File: src/rtl/taillight_sequencer.sv
// taillight_sequencer: turn-signal lamp controller.
// Arbitrates left/right requests (both together = hazard), paces lamp steps
// with a free-running prescaler and drives three lamps per side in the
// classic sequential pattern.
// Optional feature macro: TAILLIGHT_BRAKE_EN adds a 'brake' input that lights
// every side not currently sequencing (hazard ignores brake).
module taillight_sequencer #(
  parameter int TICK_DIV = 4
) (
  input  logic clk,
  input  logic reset,
  input  logic left,
  input  logic right,
`ifdef TAILLIGHT_BRAKE_EN
  input  logic brake,
`endif
  output logic la,
  output logic lb,
  output logic lc,
  output logic ra,
  output logic rb,
  output logic rc,
  output logic busy,
  output logic step_tick
);

  localparam int CW = $clog2(TICK_DIV);
  localparam logic [CW-1:0] CNT_LAST = CW'(TICK_DIV - 1);

  typedef enum logic [2:0] {
    IDLE = 3'd0,
    L1   = 3'd1,
    L2   = 3'd2,
    L3   = 3'd3,
    R1   = 3'd4,
    R2   = 3'd5,
    R3   = 3'd6,
    HAZ  = 3'd7
  } state_t;

  logic [CW-1:0] cnt;
  logic          tick;
  state_t        state;
  state_t        next_state;
  logic          brake_in;
  logic [5:0]    lamp_next;
  logic          left_seq;
  logic          right_seq;

`ifdef TAILLIGHT_BRAKE_EN
  assign brake_in = brake;
`else
  assign brake_in = 1'b0;
`endif

  assign tick = (cnt == CNT_LAST);

  // Free-running prescaler, independent of the sequencer state
  always_ff @(posedge clk or negedge reset) begin
    if (!reset) begin
      cnt <= '0;
    end else if (tick) begin
      cnt <= '0;
    end else begin
      cnt <= cnt + CW'(1);
    end
  end

  // Step boundary pulse: registered copy of the prescaler wrap
  always_ff @(posedge clk or negedge reset) begin
    if (!reset) begin
      step_tick <= 1'b0;
    end else begin
      step_tick <= tick;
    end
  end

  // Sequencer state register
  always_ff @(posedge clk or negedge reset) begin
    if (!reset) begin
      state <= IDLE;
    end else begin
      state <= next_state;
    end
  end

  // Next state: requests are only looked at from IDLE on a tick; a started
  // sequence always runs to completion
  always_comb begin
    next_state = state;
    case (state)
      IDLE: begin
        if (tick) begin
          if (left && right) begin
            next_state = HAZ;
          end else if (left) begin
            next_state = L1;
          end else if (right) begin
            next_state = R1;
          end else begin
            next_state = IDLE;
          end
        end
      end
      L1:  if (tick) next_state = L2;
      L2:  if (tick) next_state = L3;
      L3:  if (tick) next_state = IDLE;
      R1:  if (tick) next_state = R2;
      R2:  if (tick) next_state = R3;
      R3:  if (tick) next_state = IDLE;
      HAZ: if (tick) next_state = IDLE;
      default: next_state = IDLE;
    endcase
  end

  // Lamp decode of the upcoming state plus brake overlay on idle sides
  always_comb begin
    lamp_next = 6'b000000;
    left_seq  = (next_state == L1) || (next_state == L2) || (next_state == L3);
    right_seq = (next_state == R1) || (next_state == R2) || (next_state == R3);
    case (next_state)
      L1:      lamp_next = 6'b100_000;
      L2:      lamp_next = 6'b110_000;
      L3:      lamp_next = 6'b111_000;
      R1:      lamp_next = 6'b000_100;
      R2:      lamp_next = 6'b000_110;
      R3:      lamp_next = 6'b000_111;
      HAZ:     lamp_next = 6'b111_111;
      default: lamp_next = 6'b000_000;
    endcase
    if (brake_in && (next_state != HAZ)) begin
      if (!left_seq) begin
        lamp_next[5:3] = 3'b111;
      end
      if (!right_seq) begin
        lamp_next[2:0] = 3'b111;
      end
    end
  end

  // Lamp and busy registers track the state register with no extra lag
  always_ff @(posedge clk or negedge reset) begin
    if (!reset) begin
      {la, lb, lc, ra, rb, rc} <= 6'b000000;
      busy                     <= 1'b0;
    end else begin
      {la, lb, lc, ra, rb, rc} <= lamp_next;
      busy                     <= (next_state != IDLE);
    end
  end

endmodule
File: config.mk
export PLATFORM = sky130hd
export DESIGN_NAME = taillight_sequencer
export DESIGN_NICKNAME = d
export VERILOG_FILES = /design/src/rtl/taillight_sequencer.sv
export SDC_FILE = /design/constraint.sdc
export NUM_CORES = 1
export LEC_CHECK = 0
export CAP_MARGIN = 20
export CORE_UTILIZATION = 26
export DETAILED_ROUTE_END_ITERATION = 10
export GPL_ROUTABILITY_DRIVEN = 0
export GPL_TIMING_DRIVEN = 0
export HOLD_SLACK_MARGIN = 0.12
export PLACE_DENSITY = 0.48
export SLEW_MARGIN = 20
export SYNTH_ARGS = -nofsm -noshare
export SYNTH_HDL_FRONTEND = slang
export SYNTH_SLANG_ARGS = --single-unit
File: constraint.sdc
create_clock -name clk -period 1.2 [get_ports clk]
set_clock_uncertainty 0.05 [all_clocks]
set_input_delay 0.12 -clock clk [delete_from_list [all_inputs] [get_ports clk]]
set_output_delay 0.12 -clock clk [all_outputs]
set_load 0.05 [all_outputs]
# Word level (Yosys, flattened, before mapping)
# Cells that the tools add are included.
totals:
  ff_bits: 13
op_classes:
  addsub: 1
  eq_ne: 15
  n_mux: 12
  reduce_logical: 4
ops:
  columns: ["op", "n"]
  rows:
  - ["$pmux 6 s7", 1]
  - ["$mux 3", 9]
  - ["$eq 3x3->1 const B", 8]
  - ["$pmux 3 s6", 1]
  - ["$eq 3x2->1 const B", 4]
  - ["$eq 3x1->1 const B", 2]
  - ["$logic_not 3->1", 1]
  - ["$reduce_bool 3->1", 1]
  - ["$reduce_or 3->1", 1]
  - ["$add 2x1->2 const B", 1]
  - ["$eq 2x2->1 const B", 1]
  - ["$mux 2", 1]
  - ["$logic_and 1x1->1", 1]

# Longest topological paths before layout
logic_depth:
  ltp_word: 7
  ltp_mapped: 5

# Least setup slack after synthesis
# Ideal clock, no wire load.
synth_timing:
  path_kind: "register to register"
  from: "reg cnt[0]"
  to: "reg la"
  setup_ns: 0.095
  arrival_time_ns: 1.066
  t_required_ns: 1.055
  path_slack_ns: -0.012
  stages_incl_launch_ff: 6
  path_buffers: 1
  cell_sequence: "dfrtp_1 > ha_1 > buf_4 > mux2i_1 > nand2_1 > o31ai_1"
synth_between:
  elab_chain_cells: 5
synth_rtl:
  columns: ["item", "line_no", "text"]
  rows:
  - ["start: declaration", "41", "logic [CW-1:0] cnt;"]
  - ["start signal: assignment", "65", "cnt <= cnt + CW'(1);"]
  - ["$eq 2x2->1 (*)", "56", "assign tick = (cnt == CNT_LAST);"]
  - ["via tick", "42", "logic tick;"]
  - ["$mux 3, or another cell as far along", "107, 110, 111", null]
  - ["$pmux 3 s6 (*)", "91", "case (state)"]
  - ["$eq 3x3->1, or another cell as far along", "121", "case (next_state)"]
  - ["$pmux 6 s7 (*)", "121", null]
  - ["via lamp_next[5]", "46", "logic [5:0] lamp_next;"]
  - ["end signal: assignment", "147", "{la, lb, lc, ra, rb, rc} <= lamp_next;"]
  - ["end: declaration", "17", "output logic la,"]
# The timed path passes the listed nets; every way through them passes the cells marked *.

# Final worst setup path
layout_timing:
  from: "reg state[1]"
  to: "reg state[0]"
layout_between:
  elab_chain_cells: 3
layout_rtl:
  columns: ["item", "line_no", "text"]
  rows:
  - ["start: declaration", "43", "state_t state;"]
  - ["start signal: assignment", "83", "state <= next_state;"]
  - ["$eq 3x3->1 / $eq 3x2->1 (equally long branches)", "91", null]
  - ["$reduce_or 3->1 (no line)", null, null]
  - ["$pmux 3 s6 (*)", "91", null]
  - ["via next_state[0]", "44", "state_t next_state;"]
# Marked as above.

==> out/qor.csv <==
stage;metric;value;unit
cells_and_area;layout_top_registers;state: 3 flops, cnt: 2 flops;
cts;numCtsBuffers;3;
detailed_routing;num_vias;485;
synth;synth_compound_gate_area_share;21.7;%
die;core_area;2060;sq um
placed_design;detailedPlacementHpwl;766;um
status;result_of_the_run;finished, violations left;
synth;post_synthesis_simple_gate_area_fraction;13.3;%
synth;synth_async_sr_flop_share;100;%
global_routing;grtUsageTotal;11.4;%
placed_design;io_buffer_count;11;
critical_path;critical-path-slowest-cell;sky130_fd_sc_hd__dfrtp_1;
sta;post-route-period-util;101;%
sta;final-hold-violation-count;0;
status;violations;negative setup slack;
detailed_routing;postRouteWirelength;1190;um
sta;maxSlewHeadroom;60.7;%
sta;fmaxAchievable;825;MHz
power_and_ir_drop;p_per_area;2580;nW/um^2
cells_and_area;reg_with_most_ffs;state;
synth;yosys.area.top_type;sky130_fd_sc_hd__dfrtp_1;
sta;slew_violations;0;
synth;synth-warning-count;0;
detailed_routing;antenna_left;0;
detailed_routing;wire_per_inst;12.1;um
die;floorplan.die_area;2480;sq um
power_and_ir_drop;static-leakage-power;0.351;nW
synth;synth_cell_types;26;
critical_path;worst_path_largest_cell_delay;0.38;ns
cts;clock_sink_total;13;
cts;h-tree-depth;1;
cells_and_area;drive_above_1_share;29.6;%
power_and_ir_drop;peakVddDrop;1090;uV
critical_path;reg2reg_slack;-0.01;ns
placed_design;place.detailed.instances;93;
cts;clock-root-buffer;sky130_fd_sc_hd__clkbuf_4;
cells_and_area;finish.cell_count_without_fillers;98;
detailed_routing;drc;0;
global_routing;grt_first_pass_wirelength;1990;um
flow_run;max_cap_viol_count;0;
cts;clk_pin_slew_worst_paths;0.08;ns
die;floorplan.initialDensity;28.8;%
synth;yosys.cell_count.top_type;sky130_fd_sc_hd__dfrtp_1;
critical_path;critical_path.max_fanout;8;
synth;proportion_of_synthesized_area_in_mux_cells;1.69;%
synth;yosys.area_share.xor_xnor;0;%
cells_and_area;final_net_count;77;
synth;synthFlopType;sky130_fd_sc_hd__dfrtp_1;
cells_and_area;flip_flop_count_of_the_largest_register_all_copies_and_words_added;3;
cts;tritoncts_clock_tree;yes;
synth;synthesis.area_per_instance;10.8;sq um
detailed_routing;first_iter_violations;10;
global_routing;first_global_vias;432;
critical_path;critical_path.top_delay_family;flip-flops;
critical_path;critical_path_required;1.31;ns
synth;synth-edff-count;0;
cells_and_area;area.growth.synth_to_final;36.5;%
critical_path;buf_inv_on_cp;1;
die;floorplan.io_pins;12;
critical_path;criticalPathCategory;register to register;
global_routing;grt_start_max_net_pins;14;
cts;clock_tree.buffer_depth;2;
synth;synthAdderAreaFrac;2.11;%
critical_path;timing.critical_path.from_type;register;
worst_hold_path;holdCritPathClass;input port to asynchronous set/reset pin;
placed_design;preCtsSetupSlack;-0.128;ns
synth;synth_cells;55;
cells_and_area;antennaDiodeCount;0;
synth;mappedNetlistNets;60;
die;die_w;49.8;um
cells_and_area;final_core_utilization;39.3;%
synth;synth_top_family_by_area;compound AO/OA/AOI/OAI gates;
cells_and_area;fillers;224;
synth;synth_area;593;sq um
sta;tightestPinTransition;0.587;ns
die;die_height;49.8;um
critical_path;crit_chain;buf_6 -> or3_1 -> a31oi_1 -> a21oi_1;
cells_and_area;multi_input_area;250;sq um
sta;grt_setup_unrepaired;true;
detailed_routing;detailedRoute.firstPassIterationCount;4;
synth;synth_sequential_area_ratio;54.9;%
sta;whs;0.161;ns
global_routing;globalRouteOverflowTotal;0;
synth;synthDominantCellAreaShare;54.9;%
critical_path;critPathArrivalTime;1.32;ns
sta;timing.final.ws_setup;-0.0114;ns
synth;post_synth_most_frequent_cells;sky130_fd_sc_hd__dfrtp_1, sky130_fd_sc_hd__a21oi_1, sky130_fd_sc_hd__nor2_1;
cts;insertion_delay;0.28;ns
synth;synth-seq-cells;13;
sta;setup-violations-final;2;
cells_and_area;sequential_cell_area;327;sq um
detailed_routing;vias_per_cell;4.95;
die;num_rows;16;
sta;layout_min_cycle_time;1.21;ns
synth;synth_area_leaders;sky130_fd_sc_hd__dfrtp_1, sky130_fd_sc_hd__a21oi_1, sky130_fd_sc_hd__o31ai_1, sky130_fd_sc_hd__o41ai_2, sky130_fd_sc_hd__buf_2;
global_routing;initial_antenna_violation_count;0;
critical_path;crit_end_element;register;
[layout make-up]
cell class | count | area share, %
flip-flops and latches | 13 | 40.3
clock buffers | 4 | 3.25
inverters | 1 | 0.464
plain buffers | 5 | 4.64
repair buffers | 12 | 16.2
well taps | 27 | 4.17
multi-input cells | 36 | 30.9
[power breakdown]
part	total, W	internal (W)	leakage [nW]	switching [W]
sequential	0.000676	0.000598	0.157	0.0000780
clock	0.000276	0.000129	0.0150	0.000147
combinational	0.00114	0.000386	0.180	0.000752
[layout by cell type (no fill, tap or decap), drive strengths merged]
master	instances
dfrtp	13
clkdlybuf4s15	8
a21oi	7
buf	6
nor2	4
clkbuf	4
o31ai	3
nand2	3
clkdlybuf4s50	3
o21ai	3
nor2b	2
o41ai	2
and2	1
nand3	1
a211oi	1
or3	1
a31oi	1
mux2i	1
nand4b	1
and3b	1
a21o	1
inv	1
nor3	1
o211a	1
ha	1
[logic make-up (layout without fill, tap and decap cells)]
| logic type | after synthesis | in the layout |
|---|---|---|
| DFF | 13 | 13 |
| AOI/OAI and AO/OA | 19 | 19 |
| buffers and inverters | 6 | 22 |
| muxes | 1 | 1 |
| adders and majority gates | 1 | 1 |
| and+or+nand+nor | 15 | 15 |
[what timing repair did]
item | in CTS | in global routing
buffers inserted | 0 | 1
gates resized for setup | 26 | 5
hold endpoints to repair | 0 | 0
endpoints found under the setup margin | 13 | 9
pin swaps | 3 | 2
hold buffers | 0 | 0
[final timing paths]
kind	startpoint	to	depth (start not counted)
setup / recovery	state[1]	state[0]	4
hold / removal	reset	lc	1
setup reg to reg	state[1]	state[0]	4
hold reg to reg	cnt[0]	cnt[0]	1
max in group asynchronous	reset	state[0]	1
min in group clk	cnt[0]	cnt[0]	1
[metal layers]
metal	part of all wire [%]	global-route usage, %
met3	4.6	3.70
met4	2.4	10.5
met2	43	13.5
met5	0	0
met1	50	15.6
[worst reg2reg max path, cell delays in order (launching register included)]
cell and delay, ns:
sky130_fd_sc_hd__dfrtp_1 0.38, sky130_fd_sc_hd__buf_6 0.13, sky130_fd_sc_hd__or3_1 0.31, sky130_fd_sc_hd__a31oi_1 0.17, sky130_fd_sc_hd__a21oi_1 0.05
[per-stage QoR]
step	instance area, sq um	total power (W)	TNS, ns
after floorplan	596	0.00150	0
after global placement	739	0.00183	-0.978
after detailed placement	739	0.00183	-0.953
after CTS	790	0.00209	-0.00833
after global routing	810	0.00222	-0.264
final	810	0.00209	-0.0224
No activity file was read; power rests on OpenSTA's default activity.
